<file path="src/rtl/tiempo_pkg.sv">
// Shared field widths, range limits and FSM encoding for the tiempo time-of-day counter.
package tiempo_pkg;

  localparam int SEC_W  = 6;
  localparam int MIN_W  = 6;
  localparam int HOUR_W = 5;

  localparam logic [SEC_W-1:0]  SEC_MAX  = 6'd59;
  localparam logic [MIN_W-1:0]  MIN_MAX  = 6'd59;
  localparam logic [HOUR_W-1:0] HOUR_MAX = 5'd23;
  localparam logic [HOUR_W-1:0] NOON     = 5'd12;

  typedef enum logic [1:0] {
    RUN  = 2'd0,
    HOLD = 2'd1,
    LOAD = 2'd2
  } state_t;

  // A load is only legal when every field lies inside its own range.
  function automatic logic time_in_range(
    input logic [SEC_W-1:0]  s,
    input logic [MIN_W-1:0]  m,
    input logic [HOUR_W-1:0] h
  );
    return (s <= SEC_MAX) && (m <= MIN_MAX) && (h <= HOUR_MAX);
  endfunction

endpackage

</file>
<file path="src/rtl/tiempo_prescaler.sv">
// Divides clk down to one simulated second; tick is high for the single cycle at terminal count.
module tiempo_prescaler #(
  parameter int CLK_FREQ = 50000000,
  parameter int SPEED    = 1
) (
  input  logic clk,
  input  logic rst,
  input  logic run,
  input  logic clear,
  output logic tick
);

  localparam int DIV   = CLK_FREQ / SPEED;
  localparam int CNT_W = $clog2(DIV);
  localparam logic [CNT_W-1:0] TC = CNT_W'(DIV - 1);

  logic [CNT_W-1:0] cnt_reg;
  logic [CNT_W-1:0] cnt_next;

  always_comb begin
    cnt_next = cnt_reg;
    if (clear) begin
      cnt_next = '0;
    end else if (run) begin
      cnt_next = (cnt_reg == TC) ? '0 : cnt_reg + CNT_W'(1);
    end
  end

  always_ff @(posedge clk or negedge rst) begin
    if (!rst) begin
      cnt_reg <= '0;
    end else begin
      cnt_reg <= cnt_next;
    end
  end

  assign tick = run && (cnt_reg == TC);

endmodule

</file>
<file path="src/rtl/tiempo_cfg.sv">
// Time-of-day counter with run/hold, validated load handshake, carry pulses and 12 h display.
// Optional alarm comparator is compiled in when TIEMPO_ALARM_EN is defined.
module tiempo_cfg
  import tiempo_pkg::*;
#(
  parameter int CLK_FREQ = 50000000,
  parameter int SPEED    = 1
) (
  input  logic              clk,
  input  logic              rst,
  input  logic              en,
  input  logic              mode_12h,
  input  logic              set_valid,
  output logic              set_ready,
  input  logic [SEC_W-1:0]  set_sec,
  input  logic [MIN_W-1:0]  set_min,
  input  logic [HOUR_W-1:0] set_hour,
  output logic              set_err,
  output logic [SEC_W-1:0]  sec,
  output logic [MIN_W-1:0]  min,
  output logic [HOUR_W-1:0] hour,
  output logic [HOUR_W-1:0] hour_disp,
  output logic              pm,
  output logic              sec_tick,
  output logic              min_tick,
  output logic              hour_tick,
  output logic              day_tick
`ifdef TIEMPO_ALARM_EN
  ,
  input  logic [HOUR_W-1:0] alarm_hour,
  input  logic [MIN_W-1:0]  alarm_min,
  input  logic              alarm_arm,
  input  logic              alarm_ack,
  output logic              alarm_out
`endif
);

  state_t state_reg, state_next;

  logic [SEC_W-1:0]  sec_reg, sec_next;
  logic [MIN_W-1:0]  min_reg, min_next;
  logic [HOUR_W-1:0] hour_reg, hour_next;

  logic sec_tick_reg, sec_tick_next;
  logic min_tick_reg, min_tick_next;
  logic hour_tick_reg, hour_tick_next;
  logic day_tick_reg, day_tick_next;
  logic set_err_reg;

  logic set_ok;
  logic accept;
  logic reject;
  logic tc;
  logic sec_wrap;
  logic min_wrap;
  logic hour_wrap;

  // Ready is forced low during reset even though the state register already reads HOLD.
  assign set_ready = rst && (state_reg != LOAD);
  assign set_ok    = time_in_range(set_sec, set_min, set_hour);
  assign accept    = set_valid && set_ready && set_ok;
  assign reject    = set_valid && set_ready && !set_ok;

  tiempo_prescaler #(
    .CLK_FREQ (CLK_FREQ),
    .SPEED    (SPEED)
  ) u_prescaler (
    .clk   (clk),
    .rst   (rst),
    .run   (state_reg == RUN),
    .clear (accept),
    .tick  (tc)
  );

  always_comb begin
    state_next = state_reg;
    case (state_reg)
      RUN: begin
        if (accept)   state_next = LOAD;
        else if (!en) state_next = HOLD;
      end
      HOLD: begin
        if (accept)   state_next = LOAD;
        else if (en)  state_next = RUN;
      end
      LOAD:    state_next = en ? RUN : HOLD;
      default: state_next = HOLD;
    endcase
  end

  // ">=" rather than "==" so a corrupted field can never walk past its limit.
  assign sec_wrap  = (sec_reg >= SEC_MAX);
  assign min_wrap  = (min_reg >= MIN_MAX);
  assign hour_wrap = (hour_reg >= HOUR_MAX);

  // An accepted load takes priority over a coincident second and suppresses every carry pulse.
  always_comb begin
    sec_next       = sec_reg;
    min_next       = min_reg;
    hour_next      = hour_reg;
    sec_tick_next  = 1'b0;
    min_tick_next  = 1'b0;
    hour_tick_next = 1'b0;
    day_tick_next  = 1'b0;
    if (accept) begin
      sec_next  = set_sec;
      min_next  = set_min;
      hour_next = set_hour;
    end else if (tc) begin
      sec_tick_next = 1'b1;
      if (sec_wrap) begin
        sec_next      = '0;
        min_tick_next = 1'b1;
        if (min_wrap) begin
          min_next       = '0;
          hour_tick_next = 1'b1;
          if (hour_wrap) begin
            hour_next     = '0;
            day_tick_next = 1'b1;
          end else begin
            hour_next = hour_reg + 5'd1;
          end
        end else begin
          min_next = min_reg + 6'd1;
        end
      end else begin
        sec_next = sec_reg + 6'd1;
      end
    end
  end

  always_ff @(posedge clk or negedge rst) begin
    if (!rst) begin
      state_reg     <= HOLD;
      sec_reg       <= '0;
      min_reg       <= '0;
      hour_reg      <= '0;
      sec_tick_reg  <= 1'b0;
      min_tick_reg  <= 1'b0;
      hour_tick_reg <= 1'b0;
      day_tick_reg  <= 1'b0;
      set_err_reg   <= 1'b0;
    end else begin
      state_reg     <= state_next;
      sec_reg       <= sec_next;
      min_reg       <= min_next;
      hour_reg      <= hour_next;
      sec_tick_reg  <= sec_tick_next;
      min_tick_reg  <= min_tick_next;
      hour_tick_reg <= hour_tick_next;
      day_tick_reg  <= day_tick_next;
      set_err_reg   <= reject;
    end
  end

  assign sec       = sec_reg;
  assign min       = min_reg;
  assign hour      = hour_reg;
  assign sec_tick  = sec_tick_reg;
  assign min_tick  = min_tick_reg;
  assign hour_tick = hour_tick_reg;
  assign day_tick  = day_tick_reg;
  assign set_err   = set_err_reg;

  // Midnight shows as 12 AM and noon as 12 PM; afternoon hours fold down by twelve.
  always_comb begin
    hour_disp = hour_reg;
    pm        = 1'b0;
    if (mode_12h) begin
      pm = (hour_reg >= NOON);
      if (hour_reg == '0) begin
        hour_disp = NOON;
      end else if (hour_reg > NOON) begin
        hour_disp = hour_reg - NOON;
      end
    end
  end

`ifdef TIEMPO_ALARM_EN
  logic alarm_reg, alarm_next;
  logic alarm_hit;

  // Only a counted second can fire the alarm, so a load landing on the alarm time stays silent.
  assign alarm_hit = sec_tick_next && alarm_arm && (sec_next == '0) &&
                     (min_next == alarm_min) && (hour_next == alarm_hour);

  always_comb begin
    alarm_next = alarm_reg;
    if (alarm_ack) begin
      alarm_next = 1'b0;
    end else if (alarm_hit) begin
      alarm_next = 1'b1;
    end
  end

  always_ff @(posedge clk or negedge rst) begin
    if (!rst) begin
      alarm_reg <= 1'b0;
    end else begin
      alarm_reg <= alarm_next;
    end
  end

  assign alarm_out = alarm_reg;
`endif

endmodule

</file>
<file path="config.mk">
export PLATFORM = sky130hd
export DESIGN_NAME = tiempo_cfg
export DESIGN_NICKNAME = d
export VERILOG_FILES = /design/src/rtl/tiempo_pkg.sv /design/src/rtl/tiempo_prescaler.sv /design/src/rtl/tiempo_cfg.sv
export SDC_FILE = /design/constraint.sdc
export NUM_CORES = 1
export LEC_CHECK = 0
export ABC_AREA = 1
export CAP_MARGIN = 10
export CORE_MARGIN = 2
export CORE_UTILIZATION = 51
export DETAILED_ROUTE_END_ITERATION = 8
export HOLD_SLACK_MARGIN = 0.05
export PLACE_DENSITY = 0.75
export SYNTH_ARGS = -nofsm -noshare
export SYNTH_HDL_FRONTEND = slang
export SYNTH_SLANG_ARGS = --single-unit
</file>
<file path="constraint.sdc">
create_clock -name clk -period 3.9 [get_ports clk]
set_clock_uncertainty 0.2 [all_clocks]
set_input_delay 0.78 -clock clk [delete_from_list [all_inputs] [get_ports clk]]
set_output_delay 0.78 -clock clk [all_outputs]
set_load 0.03 [all_outputs]
</file>
# Yosys cells after proc, flatten, opt, wreduce, memory -nomap -nowiden
# Index checks and enable logic that the tools add are counted.
# op_classes
addsub	5
order_cmp	8
n_eq_ne	6
n_mux	39
reduce_logical	17
# ops
op	count
26-bit two-way mux	3
6-bit two-way mux	7
5-bit two-way mux	8
26-bit by 1-bit adder with 26-bit output, second input constant	1
26-bit equality test, second input constant	1
1-bit two-way mux	16
6-bit by 1-bit adder with 6-bit output, second input constant	2
6-bit greater-or-equal comparator, second input constant	2
6-bit <= comparator, second input constant	2
2-bit two-way mux	4
2-bit nonzero test	4
1-bit logical AND	7
3-bit inequality test, second input constant	2
2-bit case mux with 3 select lines	1
5-bit by 1-bit adder with 5-bit output, second input constant	1
5-bit by 4-bit greater-or-equal comparator with 1-bit output, second input constant	1
5-bit greater-or-equal comparator, second input constant	1
5-bit by 4-bit > comparator with 1-bit output, second input constant	1
5-bit <= comparator, second input constant	1
5-bit zero test	1
5-bit by 4-bit subtractor with 5-bit output, second input constant	1
2-bit AND reduction	2
3-bit AND reduction	1
2-bit by 1-bit equality test with 1-bit output, second input constant	1
other kinds (4)	4
# totals
register_bits	50
input_bits	22
out_inout_bits	29

# Longest topological paths before layout
# depth
ltp_word	6
depth_mapped	11

# Cells and area by module
# From an unflattened synthesis, not the netlist that was laid out.
# unflattened
cells_unflattened	481
area_unflattened_um2	3342.0
# by_module_without_submodules
mod	n_inst	cells_per_inst	area_per_inst_um2	seq_area_each_um2
tiempo_prescaler	1	246	1687.9	650.6
tiempo_cfg	1	235	1654.1	601.8

# Worst setup path after synthesis
# Ideal clock, no wire load.
# synth_path
path_kind	register -> output
start	register hour_reg[2] (netlist: hour[2])
end	output hour_disp[4]
t_arrival_ns	1.863
slack_ns	1.057
stages_incl_launch_ff	6
cell_sequence	dfrtp_1 > inv_1 > ha_1 > nand3_1 > o22ai_1 > a221oi_1
# synth_via
elab_chain_len	4
# synth_lines
item	line	rtl
from (decl)	tiempo_cfg.sv:42	logic [HOUR_W-1:0] hour_reg, hour_next;
from (signal assigned)	tiempo_cfg.sv:147	hour_reg <= hour_next;
5-bit by 4-bit subtractor with 5-bit output / 5-bit by 4-bit > comparator with 1-bit output (equally long branches)	tiempo_cfg.sv:174, tiempo_cfg.sv:173	
5-bit two-way mux	tiempo_cfg.sv:173	end else if (hour_reg > NOON) begin
5-bit two-way mux (*)	tiempo_cfg.sv:171	if (hour_reg == '0) begin
5-bit two-way mux (*)	tiempo_cfg.sv:169	if (mode_12h) begin
to (decl)	tiempo_cfg.sv:22	output logic [HOUR_W-1:0] hour_disp,
# Mark *: on every way between the ends. The rest lies on a longest branch, timed or not.

# Worst setup path in the final report
# layout_path
start	input mode_12h
end	output hour_disp[4]
# layout_via
elab_chain_len	1
# layout_lines
item	line	rtl
from (decl)	tiempo_cfg.sv:12	input logic mode_12h,
5-bit two-way mux	tiempo_cfg.sv:169	
# No other way between the ends.

==> flow_metrics.py <==
metrics = {
    "run_status": {
        "status": "finished, final reports clean",
    },
    "worst_setup_path": {
        "criticalPathCategory": "input pin to primary output",
        "timing.rr.start": "state_reg[0]",
        "cp.arrival_ns": 2.53,
        "cp_top_family": "buffers and inverters",
        "crit_path_start_kind": "input pin",
        "crit_chain": "clkdlybuf4s50_1 -> inv_1 -> nor2_1 -> o22ai_1 -> a221oi_1 -> clkdlybuf4s50_1",
        "cpMaxStageDelayCell": "clkdlybuf4s50_1",
        "end_kind": "primary output",
        "worstPathMaxFanout": 4,
        "critical_path_buf_inv_count": 3,
        "required_ns": 2.92,
        "rrSetupSlack_ns": 1.52,
        "rr_worst_depth": 9,
        "crit_top_cell": "clkdlybuf4s50_1",
        "regToRegEndpoint": "min[2]",
        "slowest_delay_ns": 0.71,
        "cp.depth": 6,
    },
    "sta": {
        "maxSlewHeadroom": 0.573,
        "fin_crit_ns": 3.51,
        "slew_violations": 0,
        "rsz0062_at_grt": "no",
        "hold_violations": 0,
        "worst_pin_slew_ns": 0.641,
        "tns_ns": 0,
        "fin_crit_sh": 0.901,
        "finalSetupViolCount": 0,
        "maxClockFrequency_mhz": 285,
    },
    "synthesis": {
        "synth-seq-cells": 50,
        "async_reset_ff_frac": 1.00,
        "synthTopCellsByArea": "dfrtp_1 34%, nand2_1 23%, inv_1 6.4%, nor2_1 6.3%, nand3_1 5.8%",
        "synthDominantCellAreaShare": 0.345,
        "syn-num-nets": 567,
        "netlist_area_um2": 3560,
        "ys.flop_type": "dfrtp_1",
        "yosysTopAreaCell": "dfrtp_1",
        "syn_avg_cell_area_um2": 6.63,
        "syn_inst": 537,
        "ys_types": 34,
        "yosys_warnings": 0,
        "synth_edf_count": 0,
        "ys_seq_area_frac": 0.352,
    },
    "power_and_ir_drop": {
        "finalPower_mw": 1.65,
        "ir_drop_mv": 0.274,
        "p_per_area_nw_per_um2": 396,
        "p_leak_nw": 1.97,
    },
    "routing": {
        "drc_errors": 0,
        "drt_iter0_drc": 237,
        "ant_nets": 0,
        "num_vias": 3455,
        "finalWirelength_mm": 8.45,
        "vias_per_cell": 5.17,
        "firstDrtPassIters": 4,
        "post_drt_wl_per_cell_um": 12.6,
    },
    "final_layout": {
        "fillers": 636,
        "antenna_cells": 0,
        "final_common_cell": "nand2_1",
        "drive_above_1_share": 0.0612,
        "largest_register_ffs": 26,
        "stdcell_area_um2": 4170,
        "syn_to_final_growth_pct": 17.3,
        "final_nets": 617,
        "final_cell_mix": "214 x nand2_1, 61 x inv_1, 60 x nor2_1, 49 x dfrtp_1, 49 x clkdlybuf4s50_1",
    },
    "global_route": {
        "grt_overflow": 0,
        "grt_max_degree": 51,
        "grt_pass1_vias": 3120,
        "grt_pass1_wl_mm": 14.3,
        "grt_usage": 0.234,
        "antenna_found_initial": 0,
    },
    "run": {
        "drv_cap": 0,
    },
    "clock_tree": {
        "cts_resized": 0,
        "htreeDepth": 2,
        "cts.reportedPaths.clkPinSlew_ns": 0.09,
        "clock_sinks": 50,
        "cts_hold_buf": 0,
        "clk_latency_ns": 0.31,
        "post_cts_buffers": 0,
        "clock_path_buffers": 2,
        "clockRootBuffer": "clkbuf_8",
        "cts_tree": "built",
        "numCtsBuffers": 5,
    },
    "floorplan": {
        "die_h_um": 87.5,
        "die_x_um": 87.5,
        "ioPinCount": 51,
        "die-area_um2": 7660,
        "rows": 30,
        "core_um2": 6760,
        "start_util": 0.527,
    },
    "placed_design": {
        "place_area_um2": 4090,
        "gp_congestion": 0.938,
        "dp_hpwl_mm": 6.21,
        "portBuffers": 50,
    },
    "min_path": {
        "min_from": "state_reg[0]",
        "worstHoldPathType": "register to register",
        "worstHoldPathCells": 2,
        "whs_endpoint": "state_reg[0]",
    },
}
==> worst register-to-register path: stages, from the launching register on <==
cell and delay, ns:
dfstp_2 0.54, inv_1 0.04, nand2_1 0.04, nand2_1 0.07, nor2_2 0.18, nand3_4 0.30, nand2_1 0.55, nand2_2 0.20
nand2_1 0.11, nand2_1 0.05
==> power by group <==
| part | switching [mW] | total, mW | internal, mW | leakage, nW |
|---|---|---|---|---|
| Clock | 0.173 | 0.301 | 0.128 | 0.0395 |
| Combinational | 0.402 | 0.673 | 0.271 | 1.25 |
| Sequential | 0.0946 | 0.679 | 0.584 | 0.677 |
==> logic make-up after synthesis <==
logic type | count (synthesis) | synth area share
adders and majority gates | 8 | 0.0281
AOI/OAI and AO/OA | 47 | 0.0717
DFF | 50 | 0.352
buffers and inverters | 71 | 0.0868
xor gates and xnor gates | 13 | 0.0320
and+or+nand+nor | 348 | 0.429
==> through the flow <==
step | worst slack [ns] | hold slack [ns] | util | instances
finish | 0.385 | 0.290 | 0.618 | 668
global route | 0.239 | 0.313 | 0.618 | 668
CTS | 0.376 | 0.296 | 0.618 | 668
detailed placement | 0.383 | 0.282 | 0.606 | 660
global placement | 0.420 | 0.278 | 0.606 | 660
floorplan | 1.06 | 0.262 | - | 537
==> worst max path at each step <==
stage,from,end
after floorplan,hour[2],hour_disp[4]
after global placement,mode_12h,hour_disp[4]
after detailed placement,mode_12h,hour_disp[4]
after CTS,mode_12h,hour_disp[4]
after global routing,mode_12h,hour_disp[4]
final,mode_12h,hour_disp[4]
==> cells in the mapped netlist (3+ instances only) <==
cell     count
nand2_1    214
inv_1       61
nor2_1      60
dfrtp_1     49
nand3_1     41
o21ai_0     21
a21oi_1      9
ha_1         8
xor2_1       8
nand3_2      7
o22ai_1      7
nor2_2       6
o21ai_1      6
xnor2_1      5
nand2_2      4
nor2_4       4
buf_2        3
==> area by class of cell <==
cell class                 instances  area, µm²  share of cell area
tap                               80        100              0.0240
multi-input combinational        416       2000               0.479
inverter                          62        233              0.0558
clock buffer                       8       80.1              0.0192
timing repair buffer              52        510               0.122
sequential                        50       1250               0.300
==> layer usage <==
layer | GRT usage | share of wire | up-vias
met3 | 0.0302 | 0.042 | 11
met4 | 0.0629 | 0.011 | 0
met5 | 0 | 0 | -
met2 | 0.371 | 0.45 | 89
met1 | 0.339 | 0.49 | 1577
li1 | - | - | 1778
No activity file was read; power rests on OpenSTA's default activity.
